===== src/rtl/seq_pkg.sv =====
// Shared definitions for the 8-code step sequencer: state encoding, code table,
// index stepping helpers and the registered status bundle.
package seq_pkg;

  localparam int unsigned IDX_W   = 3;
  localparam int unsigned CODE_W  = 3;
  localparam int unsigned ST_W    = 2;
  localparam int unsigned SEQ_LEN = 8;

  localparam logic [ST_W-1:0] ST_IDLE = 2'd0;
  localparam logic [ST_W-1:0] ST_RUN  = 2'd1;
  localparam logic [ST_W-1:0] ST_HOLD = 2'd2;
  localparam logic [ST_W-1:0] ST_DONE = 2'd3;

  localparam logic [IDX_W-1:0] IDX_FIRST = 3'd0;
  localparam logic [IDX_W-1:0] IDX_LAST  = 3'd7;

  // Entry i is the code presented while the index register holds i.
  localparam logic [SEQ_LEN-1:0][CODE_W-1:0] SEQ_TBL = {
    3'b111, 3'b100, 3'b110, 3'b001, 3'b101, 3'b010, 3'b011, 3'b000
  };

  typedef struct packed {
    logic code_valid;
    logic busy;
    logic done;
    logic wrap;
  } seq_status_t;

  function automatic logic [IDX_W-1:0] next_idx(input logic [IDX_W-1:0] idx,
                                                input logic             dir);
    return dir ? IDX_W'(idx - IDX_W'(1)) : IDX_W'(idx + IDX_W'(1));
  endfunction

  // True when stepping from idx in direction dir crosses the 7/0 boundary.
  function automatic logic is_wrap(input logic [IDX_W-1:0] idx,
                                   input logic             dir);
    return dir ? (idx == IDX_FIRST) : (idx == IDX_LAST);
  endfunction

endpackage


===== src/rtl/seq_code_rom.sv =====
// Registered index-to-code lookup; fed with the next index so the output
// always matches the index register one cycle later.
module seq_code_rom
  import seq_pkg::*;
(
  input  logic              clk,
  input  logic              rst,
  input  logic [IDX_W-1:0]  idx_d,
  output logic [CODE_W-1:0] code_q
);

  logic [CODE_W-1:0] code_d;

  always_comb begin
    code_d = SEQ_TBL[idx_d];
  end

  always_ff @(posedge clk or negedge rst) begin
    if (!rst) begin
      code_q <= '0;
    end else begin
      code_q <= code_d;
    end
  end

endmodule


===== src/rtl/seq_step_ctrl.sv =====
// Run/step controller for the cyclic 8-code sequence: dwell counter, index
// register and valid/ready delivery of each code to the downstream consumer.
module seq_step_ctrl
  import seq_pkg::*;
#(
  parameter int unsigned CNT_W = 16
) (
  input  logic              clk,
  input  logic              rst,
  input  logic              start,
  input  logic              stop,
  input  logic              step,
  input  logic              mode,
  input  logic              dir,
  input  logic [CNT_W-1:0]  dwell,
  output logic [CODE_W-1:0] code_out,
  output logic              code_valid,
  input  logic              code_ready,
  output logic              busy,
  output logic              done,
  output logic              wrap
);

  logic [ST_W-1:0]  state_q, state_d;
  logic [IDX_W-1:0] idx_q, idx_d;
  logic [CNT_W-1:0] cnt_q, cnt_d;
  logic             single_q, single_d;
  seq_status_t      stat_q, stat_d;

  logic [CNT_W-1:0] reload_c;
  logic             xfer_c;
  logic             wrap_c;

  // A dwell of zero is treated as one cycle.
  assign reload_c = (dwell == '0) ? '0 : CNT_W'(dwell - CNT_W'(1));
  assign xfer_c   = stat_q.code_valid & code_ready;
  assign wrap_c   = is_wrap(idx_q, dir);

  always_comb begin : fsm_comb
    state_d  = state_q;
    idx_d    = idx_q;
    cnt_d    = cnt_q;
    single_d = single_q;
    stat_d   = '0;

    case (state_q)
      ST_IDLE: begin
        if (stop) begin
          state_d = ST_IDLE;
        end else if (start) begin
          state_d = ST_RUN;
          cnt_d   = reload_c;
        end else if (step) begin
          state_d  = ST_HOLD;
          single_d = 1'b1;
        end
      end

      ST_RUN: begin
        if (stop) begin
          state_d = ST_IDLE;
        end else if (cnt_q == '0) begin
          state_d = ST_HOLD;
        end else begin
          cnt_d = CNT_W'(cnt_q - CNT_W'(1));
        end
      end

      ST_HOLD: begin
        // stop abandons the offered code; idx is kept so a later start resumes here
        if (stop) begin
          state_d  = ST_IDLE;
          single_d = 1'b0;
        end else if (xfer_c) begin
          idx_d       = next_idx(idx_q, dir);
          stat_d.wrap = wrap_c;
          if (single_q) begin
            state_d  = ST_IDLE;
            single_d = 1'b0;
          end else if (mode && wrap_c) begin
            state_d = ST_DONE;
          end else begin
            state_d = ST_RUN;
            cnt_d   = reload_c;
          end
        end
      end

      ST_DONE: begin
        if (stop) begin
          state_d = ST_IDLE;
        end else if (start) begin
          state_d = ST_RUN;
          idx_d   = dir ? IDX_LAST : IDX_FIRST;
          cnt_d   = reload_c;
        end
      end

      default: begin
        state_d  = ST_IDLE;
        single_d = 1'b0;
      end
    endcase

    stat_d.code_valid = (state_d == ST_HOLD);
    stat_d.busy       = (state_d == ST_RUN) || (state_d == ST_HOLD);
    stat_d.done       = (state_d == ST_DONE);
  end

  always_ff @(posedge clk or negedge rst) begin
    if (!rst) begin
      state_q  <= ST_IDLE;
      idx_q    <= IDX_FIRST;
      cnt_q    <= '0;
      single_q <= 1'b0;
      stat_q   <= '0;
    end else begin
      state_q  <= state_d;
      idx_q    <= idx_d;
      cnt_q    <= cnt_d;
      single_q <= single_d;
      stat_q   <= stat_d;
    end
  end

  seq_code_rom u_rom (
    .clk    (clk),
    .rst    (rst),
    .idx_d  (idx_d),
    .code_q (code_out)
  );

  assign code_valid = stat_q.code_valid;
  assign busy       = stat_q.busy;
  assign done       = stat_q.done;
  assign wrap       = stat_q.wrap;

endmodule

===== config.mk =====
export PLATFORM = sky130hd
export DESIGN_NAME = seq_step_ctrl
export DESIGN_NICKNAME = d
export VERILOG_FILES = /design/src/rtl/seq_pkg.sv /design/src/rtl/seq_code_rom.sv /design/src/rtl/seq_step_ctrl.sv
export SDC_FILE = /design/constraint.sdc
export NUM_CORES = 1
export LEC_CHECK = 0
export CAP_MARGIN = 0
export CORE_ASPECT_RATIO = 0.9
export CORE_MARGIN = 1
export CORE_UTILIZATION = 30
export CTS_CLUSTER_DIAMETER = 150
export CTS_CLUSTER_SIZE = 40
export DETAILED_ROUTE_END_ITERATION = 12
export SKIP_LAST_GASP = 1
export SLEW_MARGIN = 10
export SYNTH_ARGS = -nofsm -noshare
export SYNTH_HDL_FRONTEND = slang
export SYNTH_SLANG_ARGS = --single-unit

===== constraint.sdc =====
create_clock -name clk -period 6.6 [get_ports clk]
set_input_delay 1.32 -clock clk [delete_from_list [all_inputs] [get_ports clk]]
set_output_delay 1.32 -clock clk [all_outputs]
set_load 0.05 [all_outputs]

==> results.sh <==
export IMPL_outcome="completed"
export IMPL_numPortBuffers=30
export IMPL_synth_most_common_cell="dfrtp_1"
export IMPL_place_hpwl_mm=3.96
export IMPL_hold_viol=0
export IMPL_period_share_pct=53.4
export IMPL_finalInstanceArea_um2=2650
export IMPL_placed_area_um2=2560
export IMPL_clock_sinks=29
export IMPL_synthesis_area_um2=2160
export IMPL_overflow=0
export IMPL_nets=308
export IMPL_setup_slack_ns=3.08
export IMPL_grtUsageTotal_pct=15.2
export IMPL_fillerInstances=698
export IMPL_drive_gt1_share_pct=6.27
export IMPL_dp_cells=354
export IMPL_yosysSeqAreaShare_pct=33.5
export IMPL_cts_tree="built"
export IMPL_power_mw=1.10
export IMPL_synth_edf_count=0
export IMPL_drt_wl_total_mm=5.39
export IMPL_async_flop_share_pct=100
export IMPL_start_util_pct=32.0
export IMPL_yosys_area_top_type="dfrtp_1"
export IMPL_instances_no_fill=361
export IMPL_maxSlewViolCount=0
export IMPL_timing_hold_ws_ns=0.519
export IMPL_place_ws_ns=2.73
export IMPL_ant_nets=0
export IMPL_grt_pass1_wl_mm=9.07
export IMPL_diodes=0
export IMPL_cts_root_buffer="clkbuf_8"
export IMPL_rsz0062_at_grt="false"
export IMPL_slew_headroom_pct=49.9
export IMPL_powerDensity_nw_per_um2=416
export IMPL_die_y_um=82.6
export IMPL_path_class="input port to flip-flop"
export IMPL_hp_class="flip-flop to flip-flop"
export IMPL_syn2layout_area_growth_pct=22.6
export IMPL_gp_congestion=0.807
export IMPL_worstMarginPinSlew_ns=0.750
export IMPL_cp_end_kind="flip-flop"
export IMPL_synth_cell_types=50
export IMPL_grt_max_degree=30
export IMPL_arrival_ns=3.68
export IMPL_antenna_found_initial=0
export IMPL_fp_dieW_um=91.5
export IMPL_rows=28
export IMPL_fin_setup_tns_ns=0
export IMPL_ios=31
export IMPL_synth_ff_type="dfrtp_1"
export IMPL_start_kind="input port"
export IMPL_clk_latency_ns=0.27
export IMPL_clk_pin_slew_ns=0.06
export IMPL_synth_top_area_share_pct=33.5
export IMPL_cts_buffer_depth=2
export IMPL_cts_setup_buffers=0
export IMPL_cts_resized=0
export IMPL_finalClockSkew_ns=0.00413
export IMPL_cp_required_ns=6.76
export IMPL_htree_levels=2
export IMPL_timing_fmax_ghz=0.284
export IMPL_utilization_pct=39.2
export IMPL_min_period_ns=3.52
export IMPL_ir_worst_vdd_uv=157
export IMPL_dr_first_iter_drc_count=146
export IMPL_worstPathMaxFanout=5
export IMPL_ys_warn_count=0
export IMPL_power_static_leakage_nw=1.10
export IMPL_max_cap_violations=0
export IMPL_syn_nets=279
export IMPL_synth_common_cells="29 x dfrtp_1, 16 x nand2_1, 16 x o21ai_0"
export IMPL_finalSetupViolCount=0
export IMPL_postSynthCellCount=242
export IMPL_synth_area_top_cells="dfrtp_1 34%, ha_1 6.9%, a22o_1 5.3%"
export IMPL_grt_pass1_vias=1901
export IMPL_via_count=2031
export IMPL_avgSynthCellArea_um2=8.94
export IMPL_drc=0
export IMPL_routedWlPerCell_um=14.9
export IMPL_ys_ff_latch=29
export IMPL_cts_hold_buf=0
export IMPL_die_area_um2=7560
export IMPL_cts_made_buffers=5
export IMPL_via_per_inst=5.63
export IMPL_core_area_um2=6760
export IMPL_drtPass1Iterations=5
## final timing paths
check / start / to / slack [ns] / cells past startpoint
max in group asynchronous: rst / state_q[1]$_DFF_PN0_ / 4.88 / 2
worst min-delay path: cnt_q[11]$_DFFE_PN0P_ / cnt_q[11]$_DFFE_PN0P_ / 0.52 / 1
min in group asynchronous: rst / cnt_q[8]$_DFFE_PN0P_ / 1.44 / 2
worst max-delay path: dir / u_rom.code_q[1]$_DFF_PN0_ / 3.08 / 7
worst min register to register: cnt_q[11]$_DFFE_PN0P_ / cnt_q[11]$_DFFE_PN0P_ / 0.52 / 1
worst max register to register: cnt_q[0]$_DFFE_PN0P_ / cnt_q[15]$_DFFE_PN0P_ / 3.54 / 7
## state kept, by name, indices dropped and copies added, names as in the netlist
signal	count
busy	1
cnt_q	16
code_valid	1
done	1
idx_q	3
single_q	1
state_q	2
u_rom.code_q	3
wrap	1
## critical path: stages
cell	delay (ns)
clkdlybuf4s50_1	0.50
fa_1	0.47
xnor2_1	0.13
nor3_1	0.17
xor2_1	0.09
a221oi_1	0.60
mux2_2	0.40
## layout by cell type, fill, tap and decap left out, types with 8 or more instances in the layout
| cell | n |
|---|---|
| nor2_1 | 10 |
| dfrtp_1 | 29 |
| nor4_1 | 8 |
| nand2_1 | 16 |
| a22o_1 | 13 |
| clkdlybuf4s50_1 | 30 |
| nand3_1 | 13 |
| inv_1 | 15 |
| ha_1 | 12 |
| o21ai_0 | 16 |
| xor2_1 | 9 |
## per-layer routing
layer  up-vias  GRT usage (%)  share of wire [%]  wire length, um
met3         8           3.02                4.2              227
met2        55           23.4                 45             2420
met1       988           21.4                 49             2660
li1        980              -                  -                -
met4         0           4.92                1.6               85
met5         -              0                  0                0
## power by group
part | switching, mW | internal [mW] | total, mW | leakage, nW
Combinational | 0.358 | 0.263 | 0.621 | 0.694
Sequential | 0.0771 | 0.260 | 0.337 | 0.362
Clock | 0.0632 | 0.0825 | 0.146 | 0.0443
Total | 0.499 | 0.605 | 1.10 | 1.10
## logic make-up after synthesis
logic type,share of synthesized area (%)
buffers and inverters,4.57
multiplexers,1.91
AO/OA/AOI/OAI,23.7
XOR/XNOR,6.07
flip-flops,33.5
adder cells (fa/ha/maj),7.87
AND/OR/NAND/NOR,22.4
## final cells by class
type | instances | area [um2] | area share, %
flip-flops and latches | 29 | 726 | 27.4
inverters | 16 | 60.1 | 2.27
repair buffers | 32 | 315 | 11.9
multi-input cells | 187 | 1350 | 51.0
well taps | 90 | 113 | 4.25
clock buffers | 7 | 86.3 | 3.26
Power figures use the tool's default switching activity.
==> variant: new RTL, config.mk and constraints unchanged <==
The package constant `CODE_W` goes from 3 to 6.
--- a/src/rtl/seq_pkg.sv
+++ b/src/rtl/seq_pkg.sv
@@ -3,7 +3,7 @@
 package seq_pkg;
 
   localparam int unsigned IDX_W   = 3;
-  localparam int unsigned CODE_W  = 3;
+  localparam int unsigned CODE_W  = 6;
   localparam int unsigned ST_W    = 2;
   localparam int unsigned SEQ_LEN = 8;
 
Interface: changed (resized code_out); port bits go from 31 to 34. No check against the original RTL was run, so the function may have changed too.
==> variant against the unedited design <==
Synthesized area grew 4.9%. Core utilization shrank 0.41 points. Routed wire length grew 1.0%. Register-to-register slack gained 600 ps. Sequential cell count grew 3. Setup slack gained 210 ps. Total power shrank 2.2%. Cell area grew 5.1%. Non-clock buffer count grew 3. Critical endpoint is now cnt_q[14]. Largest power group unchanged.
==> variant: results (changes against the unedited design) <==
antenna violations before repair 0 (unchanged); vias 1970 (-3.0%); largest stage delay on the critical path 580 ps (-20 ps); antenna cells 0 (unchanged); largest net degree at the start of global routing 33 (+10%); total CTS buffers 5 (unchanged); First-pass DRT Iterations 4 (-1); Crit Path Max Fanout 15 (+10); register area share after synthesis 35.3% (+1.7 points); Total Wirelength 5.45 mm (+1.0%); CTS max path bufs 2 (unchanged); Final GP Congestion 0.838 (+3.9%); Worst-Margin Slew 749 ps (-0.464 ps); worst min path class flop to flop; top flop regs cnt_q: 16 flops, u_rom.code_q: 6 flops, idx_q: 3 flops; Nets 317 (+2.9%); met1 usage 21.1% (-0.29 points); GRT met2 Usage 22.2% (-1.2 points); GRT Util Overall 15.1% (-0.13 points); share of cells above drive strength 1 9.93% (+3.7 points); Slowest-stage cell, CP nor4_2; peak supply drop 121 µV (-23%); Ys Warns 0 (unchanged); CTS H-tree lvls 2 (unchanged); Synth area leaders dfrtp_1 (35%), ha_1 (5.5%), a22o_1 (4.2%), nand2_1 (4.1%), xnor2_1 (3.1%); Post CTS Setup Buffer Count 0 (unchanged); clock skew 11.6 ps (+7.46 ps); crit share post-route 50.3% (-3.1 points); vias in the first global route 1914 (+0.68%); CTS resizes 0 (unchanged); FILL cells 717 (+2.7%); Worst-path clk slew roughly 70 ps; post-synthesis async set-or-reset flop share 100% (unchanged); clock root buffer clkbuf_8; global-route wire length before repair 9.32 mm (+2.7%); top cells by count, synth dfrtp_1 (32), nand2_1 (25), nor2_1 (12), nor3_1 (12), a22o_1 (11); DP HPWL 4.11 mm (+3.8%); met3 usage 2.90% (-0.12 points); IO buf count 33 (+10%); clock latency on the worst-skew pair 290 ps (+20 ps); iteration-0 DRC count of the detailed router 79 (-46%); run status finished clean; leakage 1.06 nW (-3.7%); library cells used by synthesis 62 (+24%); Syn Nets 284 (+1.8%); instance area at placement 2690 µm² (+5.2%)
-- variant: worst paths after layout --
path | to | slack, ps | from | depth (start not counted)
max | cnt_q[14] | 3280 | dwell[6] | 6
min | cnt_q[14] | 520 | cnt_q[14] | 1
max reg2reg | busy | 4140 | state_q[0] | 7
min reg2reg | cnt_q[14] | 520 | cnt_q[14] | 1
max in group asynchronous | idx_q[0] | 4870 | rst | 2
min in group asynchronous | cnt_q[8] | 1430 | rst | 2
-- variant: logic make-up after synthesis --
family	after synthesis	synth area share (%)
flops	32	35.3
xor+xnor	14	5.40
mux	1	0.496
fa+ha+maj	11	6.39
buf+inv	23	4.58
simple gates	92	23.8
compound gates	76	24.1
-- variant: through the flow --
stage          instances  total power (W)  setup slack (ps)  hold WS [ps]
3_3_place_gp         368         0.000908              3000           507
2_1_floorplan        249         0.000772              3850           489
6_report             375          0.00108              3280           524
3_5_place_dp         368         0.000916              2970           509
4_1_cts              375          0.00109              3290           525
5_1_grt              375          0.00117              3070           555
-- variant: area by class of cell --
type	count	area (µm²)	share of cell area (%)
Tap cell	93	116	4.17
Clock buffer	7	96.3	3.46
Multi-Input combinational cell	194	1370	49.3
Timing Repair Buffer	35	345	12.4
Inverter	14	55.1	1.97
Sequential cell	32	801	28.7
-- variant: critical path: cells and delay by family --
| family | cells | cell delay (ps) |
|---|---|---|
| compound gates | 3 | 1000 |
| buf+inv | 1 | 460 |
| simple gates | 2 | 710 |
-- variant: where the power goes --
part / switching [W] / leakage (nW) / internal (W)
combinational: 0.000314 / 0.613 / 0.000227
clock: 0.0000732 / 0.0503 / 0.0000929
sequential: 0.0000918 / 0.396 / 0.000280
total: 0.000480 / 1.06 / 0.000600
-- variant: routing by layer --
| layer | part of all wire (%) | vias to the layer above | wire [µm] |
|---|---|---|---|
| li1 | - | 1013 | - |
| met1 | 49 | 910 | 2670 |
| met2 | 45 | 39 | 2480 |
| met3 | 3.6 | 8 | 195 |
| met4 | 1.9 | 0 | 104 |
| met5 | 0 | - | 0 |
